`config.mk`:
```
export PLATFORM = sky130hd
export DESIGN_NAME = uart_tx_arbiter_flat
export DESIGN_NICKNAME = d
export VERILOG_FILES = /design/src/rtl/uart_tx_arbiter_if.sv /design/src/rtl/uart_tx_arbiter.sv /design/src/flat_wrapper.sv
export SDC_FILE = /design/constraint.sdc
export NUM_CORES = 1
export LEC_CHECK = 0
export ABC_AREA = 0
export CAP_MARGIN = 20
export CORE_ASPECT_RATIO = 0.6
export CORE_UTILIZATION = 50
export DETAILED_ROUTE_END_ITERATION = 16
export DONT_BUFFER_PORTS = 1
export REMOVE_ABC_BUFFERS = 1
export SYNTH_ARGS = -nofsm -noshare
export SYNTH_HDL_FRONTEND = slang
export SYNTH_SLANG_ARGS = --single-unit
```
`constraint.sdc`:
```
create_clock -name clk -period 4.07 [get_ports clk]
set_input_delay 0.407 -clock clk [delete_from_list [all_inputs] [get_ports clk]]
set_output_delay 0.407 -clock clk [all_outputs]
set_load 0.01 [all_outputs]
```
`src/rtl/uart_tx_arbiter_if.sv`:
```
// rtl/uart_tx_arbiter_if.sv - requester and UART TX handshake bundle for uart_tx_arbiter
interface uart_tx_arbiter_if #(
  parameter int NUM_REQ = 4,
  parameter int ID_W    = 2
);
  logic [NUM_REQ-1:0]   req_valid;
  logic [8*NUM_REQ-1:0] req_data;
  logic [NUM_REQ-1:0]   req_last;
  logic [NUM_REQ-1:0]   req_ready;
  logic                 grant_valid;
  logic [ID_W-1:0]      grant_id;
  logic                 tx_start;
  logic [7:0]           tx_data;
  logic                 tx_busy;

  // Message sources plus the UART TX busy flag
  modport master (
    output req_valid, req_data, req_last, tx_busy,
    input  req_ready, grant_valid, grant_id, tx_start, tx_data
  );

  // The arbiter itself
  modport slave (
    input  req_valid, req_data, req_last, tx_busy,
    output req_ready, grant_valid, grant_id, tx_start, tx_data
  );
endinterface

```
`src/rtl/uart_tx_arbiter.sv`:
```
// rtl/uart_tx_arbiter.sv - packet-granular round-robin arbiter for one 8N1 UART TX (optional hold timeout: UART_ARB_HOLD_TIMEOUT_EN)
module uart_tx_arbiter #(
  parameter int NUM_REQ = 4,
  parameter int ID_W    = 2
`ifdef UART_ARB_HOLD_TIMEOUT_EN
  ,
  parameter int HOLD_TIMEOUT = 1024
`endif
) (
  input  logic              clk,
  input  logic              rst,
`ifdef UART_ARB_HOLD_TIMEOUT_EN
  output logic              timeout_evt,
`endif
  uart_tx_arbiter_if.slave  bus
);

  localparam logic [2:0] S_IDLE   = 3'd0;
  localparam logic [2:0] S_ISSUE  = 3'd1;
  localparam logic [2:0] S_LAUNCH = 3'd2;
  localparam logic [2:0] S_ACK    = 3'd3;
  localparam logic [2:0] S_WAIT   = 3'd4;

  logic [2:0]         state;
  logic [ID_W-1:0]    rr_ptr;
  logic               grant_valid_q;
  logic [ID_W-1:0]    grant_id_q;
  logic               tx_start_q;
  logic [7:0]         tx_data_q;
  logic               last_q;
  logic [NUM_REQ-1:0] req_ready_c;
  logic               found;
  logic [ID_W-1:0]    winner;
  logic               xfer;
  logic [7:0]         cur_byte;
  logic [ID_W-1:0]    next_ptr;
`ifdef UART_ARB_HOLD_TIMEOUT_EN
  logic [15:0]        hold_cnt;
`endif

  assign bus.grant_valid = grant_valid_q;
  assign bus.grant_id    = grant_id_q;
  assign bus.tx_start    = tx_start_q;
  assign bus.tx_data     = tx_data_q;
  assign bus.req_ready   = req_ready_c;

  // Only the owner may hand over a byte, and only while the UART is idle
  always_comb begin
    req_ready_c = '0;
    if (state == S_ISSUE && !bus.tx_busy) begin
      req_ready_c[grant_id_q] = 1'b1;
    end
  end

  assign xfer     = (state == S_ISSUE) && bus.req_valid[grant_id_q] && !bus.tx_busy;
  assign cur_byte = bus.req_data[int'(grant_id_q)*8 +: 8];
  assign next_ptr = ID_W'((int'(grant_id_q) + 1) % NUM_REQ);

  // Round-robin search starting at rr_ptr; the last owner sits at the lowest priority
  always_comb begin
    found  = 1'b0;
    winner = '0;
    for (int k = 0; k < NUM_REQ; k++) begin
      if (!found && bus.req_valid[(int'(rr_ptr) + k) % NUM_REQ]) begin
        found  = 1'b1;
        winner = ID_W'((int'(rr_ptr) + k) % NUM_REQ);
      end
    end
  end

  // Packet-lock state machine: grant, hand one byte to the UART, wait it out, repeat until last
  always_ff @(posedge clk or posedge rst) begin
    if (rst) begin
      state         <= S_IDLE;
      rr_ptr        <= '0;
      grant_valid_q <= 1'b0;
      grant_id_q    <= '0;
      tx_start_q    <= 1'b0;
      tx_data_q     <= 8'd0;
      last_q        <= 1'b0;
`ifdef UART_ARB_HOLD_TIMEOUT_EN
      hold_cnt      <= 16'd0;
      timeout_evt   <= 1'b0;
`endif
    end else begin
`ifdef UART_ARB_HOLD_TIMEOUT_EN
      timeout_evt <= 1'b0;
`endif
      case (state)
        S_IDLE: begin
          if (found) begin
            grant_valid_q <= 1'b1;
            grant_id_q    <= winner;
            state         <= S_ISSUE;
`ifdef UART_ARB_HOLD_TIMEOUT_EN
            hold_cnt      <= 16'd0;
`endif
          end
        end
        S_ISSUE: begin
          if (xfer) begin
            tx_data_q  <= cur_byte;
            tx_start_q <= 1'b1;
            last_q     <= bus.req_last[grant_id_q];
            state      <= S_LAUNCH;
`ifdef UART_ARB_HOLD_TIMEOUT_EN
            hold_cnt   <= 16'd0;
          end else if (hold_cnt == 16'(HOLD_TIMEOUT - 1)) begin
            // Stalled owner: release exactly as if its last byte had gone out
            grant_valid_q <= 1'b0;
            rr_ptr        <= next_ptr;
            timeout_evt   <= 1'b1;
            state         <= S_IDLE;
          end else if (!bus.req_valid[grant_id_q]) begin
            hold_cnt <= hold_cnt + 16'd1;
`endif
          end
        end
        S_LAUNCH: begin
          tx_start_q <= 1'b0;
          state      <= S_ACK;
        end
        S_ACK: begin
          // Busy rises one cycle after the start pulse; do not mistake the gap for completion
          if (bus.tx_busy) begin
            state <= S_WAIT;
          end
        end
        S_WAIT: begin
          if (!bus.tx_busy) begin
            if (last_q) begin
              grant_valid_q <= 1'b0;
              rr_ptr        <= next_ptr;
              state         <= S_IDLE;
            end else begin
              state <= S_ISSUE;
`ifdef UART_ARB_HOLD_TIMEOUT_EN
              hold_cnt <= 16'd0;
`endif
            end
          end
        end
        default: state <= S_IDLE;
      endcase
    end
  end

endmodule
```
`src/flat_wrapper.sv`:
```
// flat-port wrapper written by rule: the top's interface ports become plain ports
module uart_tx_arbiter_flat 
#(
  parameter int NUM_REQ = 4,
  parameter int ID_W    = 2

)
  (clk, rst, bus_req_valid, bus_req_data, bus_req_last, bus_tx_busy, bus_req_ready, bus_grant_valid, bus_grant_id, bus_tx_start, bus_tx_data);
  uart_tx_arbiter_if #(.NUM_REQ(NUM_REQ), .ID_W(ID_W)) bus_i ();
  input  logic clk;
  input  logic rst;
  input wire logic [$bits(bus_i.req_valid)-1:0] bus_req_valid;
  input wire logic [$bits(bus_i.req_data)-1:0] bus_req_data;
  input wire logic [$bits(bus_i.req_last)-1:0] bus_req_last;
  input wire logic [$bits(bus_i.tx_busy)-1:0] bus_tx_busy;
  output wire logic [$bits(bus_i.req_ready)-1:0] bus_req_ready;
  output wire logic [$bits(bus_i.grant_valid)-1:0] bus_grant_valid;
  output wire logic [$bits(bus_i.grant_id)-1:0] bus_grant_id;
  output wire logic [$bits(bus_i.tx_start)-1:0] bus_tx_start;
  output wire logic [$bits(bus_i.tx_data)-1:0] bus_tx_data;
  assign bus_i.req_valid = bus_req_valid;
  assign bus_i.req_data = bus_req_data;
  assign bus_i.req_last = bus_req_last;
  assign bus_i.tx_busy = bus_tx_busy;
  assign bus_req_ready = bus_i.req_ready;
  assign bus_grant_valid = bus_i.grant_valid;
  assign bus_grant_id = bus_i.grant_id;
  assign bus_tx_start = bus_i.tx_start;
  assign bus_tx_data = bus_i.tx_data;
  uart_tx_arbiter #(.NUM_REQ(NUM_REQ), .ID_W(ID_W)) u_core (.clk(clk), .rst(rst), .bus(bus_i));
endmodule
```
Word level (Yosys, flattened, before mapping). Index checks and enable logic that the tools add are counted. W data, S select, Z words.

Bits of input ports: 43. Logic and storage cells: 92. Flip-flop bits (word level): 18.

Muxes and demuxes: 38. Reduce and logical (&&, ||, !) cells: 23. Bitwise logic cells: 4. Shift operators: 1. Eq/ne operators: 9. $add $sub $neg: 4. Order comparisons: 6.

Operators with widths (count): $shiftx A32 B6 Y8 (1); $mux W1 (19); $pmux W3 S5 (1); $bmux W1 S2 (6); $lt A3 B4 Y1 const B (3); $mux W3 (4); $mux W2 (4); $reduce_and A4 Y1 (2); $logic_and A1 B1 Y1 (7); $eq A3 B2 Y1 const B (2); $lt A2 B3 Y1 const B (2); $ne A2 B1 Y1 const B (3); $reduce_and A2 Y1 (3); $reduce_or A2 Y1 (3); $add A2 B1 Y2 const B (2); $add A2 B2 Y2 const B (2); $logic_not A1 Y1 (4); $mux W4 (1); $ne A2 B2 Y1 const B (2); $pmux W1 S2 (2); $reduce_bool A2 Y1 (2); $and A1 B1 Y1 const A (3); $eq A3 B1 Y1 const B (1); $eq A3 B3 Y1 const B (1); 5 further kinds (5).

Longest topological paths before layout.
Word-level depth: 16. Mapped depth: 5. Mapped depth without buffers: 5.

Worst setup path before layout. OpenSTA, ideal clock, no wires.

Path kind: register to register. Start: reg u_core.grant_id_q[0], in the netlist u_core.bus.grant_id[0]. End: reg u_core.state[0]. Setup time: 0.079 ns. Path buffers: 0. Setup slack: 2.226 ns. Period minus slack after synthesis: 1.844 ns. Data arrival time: 1.764 ns. Stages on the path, launching flop included: 6. Path through: dfrtp_1 > mux4_2 > nor3b_1 > o32a_1 > o21ai_2 > mux2i_1.

Cells in the longest elaborated chain, start to end: 6.

RTL lines: start: declaration (RTL line uart_tx_arbiter.sv:27) `logic [ID_W-1:0] grant_id_q;`; start signal: assignment (RTL line uart_tx_arbiter.sv:93) `grant_id_q <= winner;`; $bmux W1 S2 (RTL line uart_tx_arbiter.sv:55) `assign xfer = (state == S_ISSUE) && bus.req_valid[grant_id_q] && !bus.tx_busy;`; $mux W1 (not written as such) (RTL line uart_tx_arbiter.sv:55); $logic_and A1 B1 Y1 (2 in a row) (RTL line uart_tx_arbiter.sv:55); $ne A2 B1 Y1 (no line); $reduce_and A4 Y1 (no line); end signal: assignment (RTL line uart_tx_arbiter.sv:74) `state <= S_IDLE;`; end signal: assignment (RTL line uart_tx_arbiter.sv:94) `state <= S_ISSUE;`; end signal: assignment (RTL line uart_tx_arbiter.sv:105) `state <= S_LAUNCH;`; end: declaration (RTL line uart_tx_arbiter.sv:24) `logic [2:0] state;`.

No other way between the ends. The select of a mux whose other input is x is not followed. A chain may end at the register's enable or synchronous reset.

Worst setup path in the final report. Ends and elaborated chain as after synthesis.

==> qor.csv <==
metric;value;unit
final setup fails;0;
top cells by area, synth;dfrtp_1, mux4_2, mux2_2;
most frequent cells in the layout;dfrtp_1, mux4_2, mux2_2;
Post-Synthesis Cells;99;
Setup crit end kind;flop;
number of enable flip-flop cells after synthesis;0;
Synth Flop Type;dfrtp_1;
fin. max-slew vios;0;
CTS Buf Count;3;
Synth Area per Inst;11.67;um2
sw power;0.3286;mW
CTS H-tree depth;1;
postcts setup bufs;0;
GRT overflow;0;
die width;64.05;um
status;finished, final reports clean;
leakage power;0.4915;nW
routed vias;800;
Synth top area share;39.00;%
Clk network pwr share;16.5;%
ANT cells;0;
final net count;146;
row cnt;13;
Core ar.;2180;um2
final design utilization;56.31;%
register area share after synthesis;39.00;%
asr flop ratio synth;100.0;%
Sw Ratio;37.95;%
CTS tree;built;
Final Instance Area;1227;um2
IO Count;59;
clk buf depth;2;
number of buffers added on ports;0;
antenna-violating nets left;0;
dpl cell area;1172;um2
Die H;39.23;um
Seq cells post-synth;18;
Reg power frac;48.0;%
drt pass-1 iters;4;
Worst-Skew Late Latency;0.25;ns
hold buffer count at cts;0;
initial antenna violation count;0;
DP HPWL;1732;um
HP Class;input port to asynchronous set/reset pin;
layout cells sized above 1;26.53;%
Slew HR;46.55;%
starting density of the core;52.99;%
critical path arrival;2.54;ns
Pwr Total;0.8659;mW
pin count of the biggest net entering global routing;19;
achievable frequency;422.0;MHz
routed wire length;2254;um
Die ar.;2512;um2
Iter 0 DRT Violations;54;
Critical Path Start Type;flop;
final hold vios;0;
warnings from Yosys;0;
clock sink count;18;
peak supply drop;348.5;uV
fin crit period;2.370;ns
internal power;0.5373;mW
DR vias/cell;6.250;
Layout area overhead;6.284;%
Netlist cell types;29;
global-route wire length before repair;3222;um
Worst Path Required;4.24;ns
gr usage total;17.80;%
unrepaired setup endpoints after global routing;no;
wire per inst;17.61;um
CTS clock-pin slew for the worst setup and hold paths;0.07;ns
Synth area leader;dfrtp_1;
Setup Total Neg Slack;0;ns
fin crit share;58.23;%
Critical Setup Path Class;flop to flop;
commonest non-fill, non-tap cell in the layout;dfrtp_1;
max-cap violations;0;
crit path max fanout;15;
DRC;0;
Resized Gates After CTS;0;
CTS root buf;clkbuf_8;
PD cells;705.5;nW/um2
gpl congestion;0.7743;
Clock Skew;0.001870;ns
Combinational Power Share;35.5;%
vias in the first global route;696;
worst hold slack;0.1486;ns
Worst-Margin Slew;0.8018;ns
mapped cell area;1155;um2
synthesized netlist by cell type, types with 2 or more instances:
library cell,number
o221ai_1,2
ha_1,4
mux4_2,10
nand3_1,2
nor4_1,2
inv_1,8
and2_1,4
mux2_2,10
nand2_1,8
a21oi_1,4
dfrtp_1,18
nor2_1,4
o21ai_0,3
mux2i_1,2
clkbuf_1,4
flip-flops by register name, summed over array words and instances (netlist names):
signal                  flops
u_core.last_q               1
u_core.rr_ptr               2
u_core.bus.tx_data          8
u_core.bus.grant_valid      1
u_core.state                3
u_core.bus.grant_id         2
u_core.bus.tx_start         1
final cells by class:
cell class                      count  area (um2)
Inverter                            8       30.03
Tap cell                           30       37.54
Multi-Input combinational cell     68       654.4
Fill cell                         196       952.2
Clock buffer                        4       55.05
Sequential cell                    18       450.4
path summary, 6_finish.rpt:
check	from	endpoint	slack [ns]	depth (start not counted)
max reg2reg	u_core.bus.grant_id[0]	u_core.state[0]	1.70	5
min reg2reg	u_core.last_q	u_core.last_q	0.54	1
min	rst	u_core.bus.tx_data[5]	0.15	1
max	u_core.bus.grant_id[0]	u_core.state[0]	1.70	5
max in group asynchronous	rst	u_core.last_q	3.49	1
min in group clk	bus_tx_busy	u_core.state[1]	0.25	1
stage by stage:
stage / cells / worst slack (ns)
detailed placement: 124 / 1.682
global route: 128 / 1.515
CTS: 128 / 1.666
floorplan: 94 / 1.890
finish: 128 / 1.700
global placement: 124 / 1.740
kinds of logic after synthesis:
group	after synthesis	synth area share [%]
and+or+nand+nor	26	12.03
muxes	22	30.99
DFF	18	39.00
AOI/OAI and AO/OA	16	9.319
buffers and inverters	13	4.333
adders and majority gates	4	4.334
per-layer routing:
layer | share of wire [%] | global-route usage (%) | wire (um) | vias to the layer above
met5 | 0 | 0 | 0 | -
met4 | 0 | 1.705 | 0 | 0
met2 | 49 | 28.46 | 1107 | 32
met1 | 43 | 23.15 | 976 | 402
met3 | 7.5 | 7.941 | 170 | 0
li1 | - | - | - | 366
critical path, stage by stage, from the launching register on:
cell and delay (ns):
dfrtp_1 0.87, mux4_2 0.64, nor3b_1 0.17, o32a_1 0.30
o21ai_2 0.12, mux2i_1 0.19
power groups by stage:
stage | combinational [mW] | clock (mW) | sequential [mW]
after floorplan | 0.268 | 0 | 0.384
after global placement | 0.296 | 0 | 0.413
after detailed placement | 0.308 | 0 | 0.419
after CTS | 0.310 | 0.147 | 0.416
after global routing | 0.339 | 0.156 | 0.432
final | 0.308 | 0.143 | 0.415
No activity file was read; power rests on OpenSTA's default activity.
